### config.mk
export PLATFORM = sky130hd
export DESIGN_NAME = temperature_incrementor_lut
export DESIGN_NICKNAME = d
export VERILOG_FILES = /design/src/rtl/temperature_incrementor_lut.sv
export SDC_FILE = /design/constraint.sdc
export NUM_CORES = 1
export LEC_CHECK = 0
export ABC_AREA = 0
export BUFFER_PORTS_ARGS = -buffer_cell sky130_fd_sc_hd__buf_2
export CAP_MARGIN = 20
export CORE_MARGIN = 5
export CORE_UTILIZATION = 30
export DETAILED_ROUTE_END_ITERATION = 6
export PLACE_DENSITY_LB_ADDON = 0.25
export SYNTH_ARGS = -nofsm -noshare
export SYNTH_HDL_FRONTEND = slang
export SYNTH_SLANG_ARGS = --single-unit
export TNS_END_PERCENT = 50
### constraint.sdc
create_clock -name clk -period 4.65 [get_ports clk]
set_input_delay 0.93 -clock clk [delete_from_list [all_inputs] [get_ports clk]]
set_output_delay 0.93 -clock clk [all_outputs]
set_load 0.01 [all_outputs]
### src/rtl/temperature_incrementor_lut.sv
// Wash temperature selector: per-programme fixed temperature lists, stepped by a
// debounced-level "temperature +" button, with the list entry looked up combinationally.
module temperature_incrementor_lut (
  input  logic       clk,
  input  logic       reset,
  input  logic [2:0] wash_mode,
  input  logic       increment,
  output logic [6:0] selected_temperature
);

  logic [2:0] mode_q;
  logic [2:0] idx_q;
  logic       inc_q;

  logic       mode_change_s;
  logic       step_s;
  logic [2:0] len_s;
  logic [2:0] idx_next_s;

  function automatic logic [2:0] list_len(input logic [2:0] mode);
    case (mode)
      3'd0:    list_len = 3'd5;
      3'd1:    list_len = 3'd4;
      3'd2:    list_len = 3'd3;
      3'd3:    list_len = 3'd3;
      3'd4:    list_len = 3'd3;
      3'd5:    list_len = 3'd2;
      3'd6:    list_len = 3'd3;
      default: list_len = 3'd1;
    endcase
  endfunction

  function automatic logic [2:0] default_idx(input logic [2:0] mode);
    case (mode)
      3'd0:    default_idx = 3'd2;
      3'd1:    default_idx = 3'd2;
      3'd2:    default_idx = 3'd1;
      3'd3:    default_idx = 3'd2;
      3'd4:    default_idx = 3'd1;
      3'd5:    default_idx = 3'd0;
      3'd6:    default_idx = 3'd1;
      default: default_idx = 3'd0;
    endcase
  endfunction

  // Case key is {mode, idx}, written in octal so each digit is one field.
  function automatic logic [6:0] list_entry(input logic [2:0] mode, input logic [2:0] idx);
    case ({mode, idx})
      6'o00:   list_entry = 7'd20;
      6'o01:   list_entry = 7'd30;
      6'o02:   list_entry = 7'd40;
      6'o03:   list_entry = 7'd60;
      6'o04:   list_entry = 7'd90;
      6'o10:   list_entry = 7'd20;
      6'o11:   list_entry = 7'd30;
      6'o12:   list_entry = 7'd40;
      6'o13:   list_entry = 7'd60;
      6'o20:   list_entry = 7'd20;
      6'o21:   list_entry = 7'd30;
      6'o22:   list_entry = 7'd40;
      6'o30:   list_entry = 7'd0;
      6'o31:   list_entry = 7'd20;
      6'o32:   list_entry = 7'd30;
      6'o40:   list_entry = 7'd20;
      6'o41:   list_entry = 7'd30;
      6'o42:   list_entry = 7'd40;
      6'o50:   list_entry = 7'd40;
      6'o51:   list_entry = 7'd60;
      6'o60:   list_entry = 7'd40;
      6'o61:   list_entry = 7'd60;
      6'o62:   list_entry = 7'd90;
      default: list_entry = 7'd0;
    endcase
  endfunction

  // Output lookup; an out-of-range position falls back to the programme default.
  always_comb begin
    len_s = list_len(mode_q);
    if (idx_q < len_s) begin
      selected_temperature = list_entry(mode_q, idx_q);
    end else begin
      selected_temperature = list_entry(mode_q, default_idx(mode_q));
    end
  end

  // Next-state decode: mode change has priority over a button rising edge.
  always_comb begin
    mode_change_s = (wash_mode != mode_q);
    step_s        = increment & ~inc_q;
    if ((idx_q + 3'd1) >= len_s) begin
      idx_next_s = 3'd0;
    end else begin
      idx_next_s = idx_q + 3'd1;
    end
  end

  // State registers; inc_q resets high so a button held through reset does not step.
  always_ff @(posedge clk or posedge reset) begin
    if (reset) begin
      mode_q <= 3'd0;
      idx_q  <= 3'd2;
      inc_q  <= 1'b1;
    end else begin
      inc_q <= increment;
      if (mode_change_s) begin
        mode_q <= wash_mode;
        idx_q  <= default_idx(wash_mode);
      end else if (step_s) begin
        idx_q <= idx_next_s;
      end else begin
        idx_q <= idx_q;
      end
    end
  end

endmodule

==> results.md, run 1 <==
* Status: finished, final reports clean
* Worst-case vdd ir drop at 0.1160 mV
* Floorplan die height at slightly below 70 um
* Clock Skews at 2.093 ps
* Final WS setup at ~1100 ps
* Total clock buffers created by CTS at 3
* Standby leakage power at 0.4958 nW
* Clk buf depth at 2
* Die extent in x at approximately 70 um
* Power per cell area at 216.7 nW/um2
* Type of origin of the critical path: flip-flop
* Final Max Slew Viols at 0
* Dominant cells by area after synthesis: sky130_fd_sc_hd__ha_1 (16%), sky130_fd_sc_hd__dfrtp_1 (12%), sky130_fd_sc_hd__nor2b_1 (5.3%)
* Starting utilization of the core area at 0.3145
* Most area-hungry cell type in the Yosys netlist: sky130_fd_sc_hd__ha_1
* Kind of end point of the critical path: output port
* Grt ovf at 0
* Cell row count at 21
* Total of warnings raised by yosys at 0
* Number of violations reported at the end of detailed-routing iteration 0 at 65
* Wire length of the first global-routing pass at 3995 um
* Final Routed Wirelength at 2198 um
* Avg Vias per Cell at between 4 and 5
* Number of hold buffers added after CTS at 0
* Area of the placeable core at 3390 um2
* Synthesized Nets at ~150
* Fin. Hold Viols at 0
* Final setup violation count at 0
* Worst slew pin tran at 746.1 ps
* Number of enable-type register cells in the synthesized netlist at 0
* Number of iterations in the first detailed-routing pass at 4
* Number of nets in the layout at 151
* Min Clock Period, post-route at 3589 ps
* Period utilisation layout at 0.7718
* Number of post-CTS setup repair buffers at 0
* Worst-case setup slack after placement at roughly 1400 ps
* Synth Cell Area at 1066 um2
* Hold WC Path Type: in2async
* Fraction of post-synthesis cell area in the top cell type by area at 0.1643
* Post-CTS clock slew at the launch and capture registers of the worst setup and hold paths at 50 ps
* Setup TNS at 0 ps
* Count of cell types in the netlist at 48
* Fmax at between 0.2 and 0.3 GHz
* Setup CP Type: reg2out
* Clock tree from TritonCTS: built
* Library cell with the highest instance count after synthesis: sky130_fd_sc_hd__ha_1
* Drt wl/cell at 12.49 um
* Resized Gates After CTS at 0
* Fraction of final layout cells sized beyond drive strength 1 at 0.2077
* Share of the yosys chip area belonging to registers at 0.1667
* Insertion delay of the later-clocked pin in the worst-skew pair at 250 ps
* Number of primary I/O pins at 13
* Worst-case headroom to the max-slew limit at 0.5026
* Routability-driven placement congestion ratio at 0.8756
* Root buffer cell: sky130_fd_sc_hd__clkbuf_4
* Clock sink total at 7
* Level count of the clock H-tree at 1
* HPWL after DPL at between 1500 and 2000 um
* Number of nets with antenna violations after detailed routing at 0
* Number of antenna violations at the first check in global routing at 0
* Post-Synthesis Mean Instance Area at 8.394 um2
* Critical path data arrival time at roughly 2700 ps
* Number of storage elements in the synthesis netlist at 7
* IO Port Bufs at 11
* Ant diodes at 0
* Worst hold slack after final layout at slightly below 600 ps
* Vias in the first global route at 824
* Floorplan die area at between 4000 and 5000 um2
* Post-route DRC violation count at 0
* Relative area change from synthesis to final layout at 5.986%
* Post-Synthesis Cells at 127
* Overall routing resource usage at 0.09776
* Worst EP required at 3720 ps
* Top flip-flop cell by instance count after synthesis: sky130_fd_sc_hd__dfrtp_1
* Max capacitance violation total at 0
* Number of vias after detailed routing at 855
* Largest net degree at the start of global routing at 25
* Critical path fanouts, max at 24
* Setup repair after global routing missed its margin: false
* Fraction of registers with async set or reset after synthesis at 1.000
* Synth top cells by count: sky130_fd_sc_hd__ha_1 (14), sky130_fd_sc_hd__inv_1 (9), sky130_fd_sc_hd__nor2b_1 (9), sky130_fd_sc_hd__nand2b_1 (7), sky130_fd_sc_hd__a21oi_1 (6)
==> through the flow <==
stage | utilization | power (mW) | std cells | area [um2]
5_1_grt | 0.3333 | 0.2706 | 176 | 1130
4_1_cts | 0.3333 | 0.2492 | 176 | 1130
3_3_place_gp | 0.3256 | 0.1901 | 172 | 1104
3_5_place_dp | 0.3256 | 0.1915 | 172 | 1104
2_1_floorplan | - | 0.1687 | 127 | 1066
6_report | 0.3333 | 0.2449 | 176 | 1130
==> placed cells by master (no fill, tap or decap), drive strengths merged, types with 6 or more instances in the layout <==
cell type,instances
ha,14
buf,11
nor2b,9
inv,9
nand2b,7
a21oi,7
o21ai,6
==> cell type report <==
type | count | area, um2
Fill cell | 360 | 2260
Clock buffer | 4 | 26.28
Multi-Input combinational cell | 99 | 779.5
Timing Repair Buffer | 11 | 55.05
Sequential cell | 7 | 177.7
Inverter | 9 | 33.78
Tap cell | 46 | 57.56
==> kinds of logic after synthesis <==
logic type                 after synthesis  share of synthesized area
and+or+nand+nor                         45                     0.2594
AOI/OAI and AO/OA                       31                     0.2218
buffers and inverters                   21                     0.1021
adders and majority gates               15                     0.1737
DFF                                      7                     0.1667
xor gates and xnor gates                 4                    0.03287
muxes                                    3                    0.03991
other                                    1                   0.003518
==> registers in the layout, indices dropped and copies added (netlist names) <==
register,cells
inc_q,1
mode_q,3
idx_q,3
==> worst max-delay path, stage by stage, from the launching register on <==
cell and delay, ps:
sky130_fd_sc_hd__dfrtp_1 650, sky130_fd_sc_hd__or2_2 460, sky130_fd_sc_hd__ha_1 360, sky130_fd_sc_hd__a21oi_4 230, sky130_fd_sc_hd__and2_4 230, sky130_fd_sc_hd__a311oi_2 90, sky130_fd_sc_hd__o22a_1 250, sky130_fd_sc_hd__buf_2 140
==> path summary, 6_finish.rpt <==
path	from	to	slack (ps)	cells after the start
min in group clk	idx_q[1]	idx_q[1]	720	2
max in group asynchronous	reset	inc_q	3790	2
max reg2reg	mode_q[1]	idx_q[1]	2400	7
max	mode_q[1]	selected_temperature[5]	1060	7
min	reset	mode_q[2]	590	2
min reg2reg	idx_q[1]	idx_q[1]	720	2
==> routing by layer <==
metal | up-vias | part of all wire | global-route usage
met2 | 18 | 0.45 | 0.1494
li1 | 450 | - | -
met1 | 384 | 0.50 | 0.1370
met3 | 3 | 0.044 | 0.01159
met5 | - | 0 | 0
met4 | 0 | 0.013 | 0.04255
==> where the power goes <==
group	switching, mW	leakage (nW)	internal, mW	total (mW)
clock network	0.0224	0.0150	0.0327	0.0551
logic	0.0573	0.398	0.0531	0.110
registers	0.0137	0.0825	0.0657	0.0795
total	0.0933	0.496	0.152	0.245
(Power assumes the default switching activity.)
==> run 2: changes to the inputs <==
clock period = 3.3 ns   (was 4.65 ns; I/O delays follow)
==> run 2 against run 1 <==
Against the previous run: combinational power increased by 54%; sequential share of layout area is 0.31 points lower; routed wire length is 3.0% higher; die area did not move; worst hold slack worse by 260 ps; sequential cell count stayed put; critical path type unchanged; highest routed layer is now met3.
==> results.md, run 2 (synthesis gave the netlist of run 1 again) <==
* Standby leakage power at 0.5102 nW
* Period utilisation layout at 0.8912
* Number of primary I/O pins at 13
* Clock tree from TritonCTS: built
* HPWL after DPL at between 1500 and 2000 um
* Clock Skews at 2.949 ps
* Starting utilization of the core area at 0.3145
* Number of nets with antenna violations after detailed routing at 0
* Most common cell after layout, fill and taps aside: sky130_fd_sc_hd__ha_1
* Status: finished, final reports clean
* Share of power burned in combinational logic at 0.488
* Clk buf depth at 2
* Area of the placeable core at 3390 um2
* Critical-path top delay cell: sky130_fd_sc_hd__dfstp_2
* Overall routing resource usage at 0.1007
* Floorplan die height at around 70 um
* Post-route DRC violation count at 0
* Min Clock Period, post-route at 2941 ps
* Final Routed Wirelength at 2265 um
* Number of vias after detailed routing at 898
* Fin. Hold Viols at 0
* Clock sink total at 7
* R2R cell count at 7
* Root buffer cell: sky130_fd_sc_hd__clkbuf_4
* Top Registers: idx_q (3), mode_q (3), inc_q (1)
* Stage delay of the slowest cell on the critical path at 640 ps
* Total clock buffers created by CTS at 3
* Worst R2R Setup Slack at 1140 ps
* Setup repair after global routing missed its margin: false
* Ant diodes at 0
* Final setup violation count at 0
* Sequential Power Share at 0.299
* Die extent in x at ~70 um
* Wire length of the first global-routing pass at 4229 um
* Cell row count at 21
* Number of post-CTS setup repair buffers at 0
* Critical path fanouts, max at 11
* IO Port Bufs at 11
* Type of origin of the critical path: flip-flop
* Level count of the clock H-tree at 1
* Kind of end point of the critical path: output port
* Grt ovf at 0
* Commonest non-fill, non-tap cells in the layout: sky130_fd_sc_hd__ha_1 (14), sky130_fd_sc_hd__buf_2 (11), sky130_fd_sc_hd__nor2b_1 (9), sky130_fd_sc_hd__inv_1 (9), sky130_fd_sc_hd__nand2b_1 (7)
* Number of antenna violations at the first check in global routing at 0
* Relative area change from synthesis to final layout at 8.099%
* Critical path data arrival time at 2280 ps
* Share of total power consumed by net switching at 0.3726
* Worst-case vdd ir drop at 0.2248 mV
* Worst EP required at 2640 ps
* Worst reg2reg startpoint: idx_q[1]
* Setup CP Type: reg2out
* Switching pwr at 0.1286 mW
* Vias in the first global route at ~940
* Avg Vias per Cell at 5.017
* Fraction of final layout cells sized beyond drive strength 1 at 0.2256
* Routability-driven placement congestion ratio at 0.8338
* Gate family responsible for the most delay along the worst path: flip-flops
* Number of nets in the layout at 154
* Worst reg2reg path endpoint: idx_q[1]
* Ordered cell list for the critical path: inv_1, ha_1, ha_1, inv_1, mux4_2, nor3_1, a21oi_1, buf_2
* Setup TNS at 0 ps
* Final Max Slew Viols at 0
* Drt wl/cell at 12.65 um
* Power per cell area at ~300 nW/um2
* Number of hold buffers added after CTS at 0
* Final total power at 0.3450 mW
* Hold WC Path Type: in2async
* Fraction of power consumed by the clock network at 0.213
* Floorplan die area at 4846 um2
* Fmax at 0.3400 GHz
* Number of iterations in the first detailed-routing pass at 4
* Worst path bufs/invs at 3
* Max capacitance violation total at 0
* Number of violations reported at the end of detailed-routing iteration 0 at 81
* Largest net degree at the start of global routing at 24
* Internal Dissipation at 0.2165 mW
* Resized Gates After CTS at 0
* Insertion delay of the later-clocked pin in the worst-skew pair at about 240 ps
* Post-CTS clock slew at the launch and capture registers of the worst setup and hold paths at 50 ps
==> run 2: cell count changes in the layout (fill, tap and decap cells not counted) <==
| cell | previous run | this run |
|---|---|---|
| sky130_fd_sc_hd__buf_4 | 0 | 3 |
==> run 2: layout make-up <==
type | instances | area [um2]
Clock buffer | 4 | 26.28
Fill cell | 345 | 2237
Inverter | 9 | 33.78
Multi-Input combinational cell | 99 | 779.5
Sequential cell | 7 | 177.7
Tap cell | 46 | 57.56
Timing Repair Buffer | 14 | 77.57
==> run 2: how the worst max path moves through the flow <==
stage / start / slack [ps] / end / cells past startpoint
after floorplan: mode_q[1] / 560 / selected_temperature[4] / 8
after global placement: mode_q[2] / 630 / selected_temperature[5] / 7
after detailed placement: idx_q[1] / 610 / selected_temperature[3] / 7
after CTS: mode_q[2] / 340 / selected_temperature[5] / 7
after global routing: idx_q[1] / 190 / selected_temperature[4] / 7
final: idx_q[1] / 360 / selected_temperature[3] / 8
==> run 2: routing by layer <==
metal	global-route usage	routed length, um
met4	0.02128	0
met3	0.005797	77
met1	0.1341	1130
met5	0	0
met2	0.1780	1058
==> run 2: power by group through the flow <==
stage / Sequential, mW / Combinational, mW / Clock [mW]
after detailed placement: 0.105 / 0.169 / 0
after global placement: 0.104 / 0.170 / 0
after CTS: 0.103 / 0.170 / 0.0771
after floorplan: 0.100 / 0.137 / 0
final: 0.103 / 0.169 / 0.0734
after global routing: 0.105 / 0.193 / 0.0827
==> run 2: per-stage QoR <==
step	hold slack (ps)	cells	util	instance area [um2]	worst slack [ps]
after global routing	345.6	179	0.3400	1152	191.0
final	330.2	179	0.3400	1152	359.0
after CTS	334.2	179	0.3400	1152	339.8
after global placement	591.6	175	0.3322	1126	630.5
after floorplan	461.9	127	-	1066	562.8
after detailed placement	598.0	175	0.3322	1126	608.3
==> run 3: changes to the inputs <==
PLACE_DENSITY = 0.56   (was default)
PLACE_DENSITY_LB_ADDON = default   (was 0.25)
==> run 3 against run 2 <==
Against the previous run: setup slack got worse by 4.7 ps; first-iteration DRC count decreased by 31%; maximum frequency decreased by 0.16%; sequential cell count unchanged; non-clock buffer count unchanged; largest cell class unchanged; largest power group unchanged; highest routed layer is now met4.
==> results.md, run 3 (synthesis gave the netlist of run 1 again) <==
* Starting utilization of the core area at 0.3145
* Wire length of the first global-routing pass at about 3900 um
* Number of hold buffers added after CTS at 0
* Status: finished, final reports clean
* Relative area change from synthesis to final layout at 8.099%
* Worst reg2reg startpoint: idx_q[1]
* Area of the placeable core at 3390 um2
* Ordered cell list for the critical path: or2_2, ha_1, a21oi_4, and2_4, a311oi_2, o22a_1, buf_2
* Commonest non-fill, non-tap cells in the layout: sky130_fd_sc_hd__ha_1 (14), sky130_fd_sc_hd__buf_2 (11), sky130_fd_sc_hd__nor2b_1 (9), sky130_fd_sc_hd__inv_1 (9), sky130_fd_sc_hd__nand2b_1 (7)
* Clk buf depth at 2
* Period utilisation layout at 0.8926
* Vias in the first global route at between 800 and 900
* Fmax at 0.3395 GHz
* Stage delay of the slowest cell on the critical path at 370 ps
* Routability-driven placement congestion ratio at ~0.86
* Most common cell after layout, fill and taps aside: sky130_fd_sc_hd__ha_1
* Avg Vias per Cell at 4.911
* Final setup violation count at 0
* Critical-path top delay cell: sky130_fd_sc_hd__dfrtp_1
* Setup TNS at 0 ps
* Number of iterations in the first detailed-routing pass at 4
* Standby leakage power at 0.5102 nW
* Number of nets with antenna violations after detailed routing at 0
* Power per cell area at 302.5 nW/um2
* Level count of the clock H-tree at 1
* Floorplan die area at 4846 um2
* IO Port Bufs at 11
* Type of origin of the critical path: flip-flop
* Root buffer cell: sky130_fd_sc_hd__clkbuf_4
* Final Max Slew Viols at 0
* Number of antenna violations at the first check in global routing at 0
* Number of nets in the layout at ~150
* Resized Gates After CTS at 0
* Number of vias after detailed routing at 879
* Clock Skews at 1.446 ps
* Worst EP required at 2640 ps
* R2R cell count at 7
* Post-route DRC violation count at 0
* Hold WC Path Type: in2async
* Top Registers: idx_q (3), mode_q (3), inc_q (1)
* Number of post-CTS setup repair buffers at 0
* Inst Count DP at 175
* Cell row count at 21
* Critical path data arrival time at 2290 ps
* Number of violations reported at the end of detailed-routing iteration 0 at 56
* Worst hold slack after final layout at 326.9 ps
* Grt ovf at 0
* Largest net degree at the start of global routing at 24
* Fraction of final layout cells sized beyond drive strength 1 at 0.2256
* Layout Cells excl Fill at between 150 and 200
* Fin. Hold Viols at 0
* Critical path fanouts, max at 8
* Clock tree from TritonCTS: built
* Floorplan die height at 69.61 um
* Post-CTS clock slew at the launch and capture registers of the worst setup and hold paths at approximately 50 ps
* Kind of end point of the critical path: output port
* Insertion delay of the later-clocked pin in the worst-skew pair at around 250 ps
* Total clock buffers created by CTS at 3
* Worst-case vdd ir drop at 0.1785 mV
* Setup repair after global routing missed its margin: false
* Overall routing resource usage at 0.09541
* Final total power at roughly 0.35 mW
* Ant diodes at 0
* HPWL after DPL at 1753 um
* Worst R2R Setup Slack at 1130 ps
* Max capacitance violation total at 0
* Die extent in x at 69.61 um
* Startpoint of the most critical setup path: mode_q[2]
* Setup CP Type: reg2out
* Final Routed Wirelength at 2274 um
* Number of primary I/O pins at 13
* Clock sink total at 7
* Drt wl/cell at 12.70 um
* Min Clock Period, post-route at 2946 ps
## run 3: final timing paths
path,end
hold / removal,mode_q[2]
setup reg to reg,idx_q[1]
min in group clk,inc_q
max in group asynchronous,inc_q
setup / recovery,selected_temperature[5]
hold reg to reg,idx_q[1]
## run 3: metal layers
| layer | global-route usage | wire length, um |
|---|---|---|
| met3 | 0.007246 | 70 |
| met5 | 0 | 0 |
| met2 | 0.1525 | 1039 |
| met1 | 0.1293 | 1126 |
| met4 | 0.04468 | 36 |
## run 3: worst max-delay path, delay by kind of cell (launching register included)
kind	cells	cell delay (ps)
simple gates	2	600
fa+ha+maj	1	370
flops	1	370
buf+inv	1	140
compound gates	3	570
## run 3: final cells by class
| class | instances | area [um2] |
|---|---|---|
| well taps | 46 | 57.56 |
| flip-flops and latches | 7 | 177.7 |
| fillers | 363 | 2237 |
| repair buffers | 14 | 77.57 |
| inverters | 9 | 33.78 |
| clock buffers | 4 | 26.28 |
| multi-input cells | 99 | 779.5 |
## run 3: where the power goes
group          switching (mW)  internal, mW  total, mW
sequential            0.00832        0.0929      0.101
combinational          0.0938        0.0780      0.172
clock                  0.0295        0.0460     0.0755
total                   0.132         0.217      0.349
## run 3: through the flow
stage | utilization | area, um2 | setup slack, ps
final | 0.3400 | 1152 | 354.4
after global routing | 0.3400 | 1152 | 243.4
after CTS | 0.3400 | 1152 | 351.7
after detailed placement | 0.3322 | 1126 | 629.6
after global placement | 0.3322 | 1126 | 625.2
after floorplan | - | 1066 | 562.8
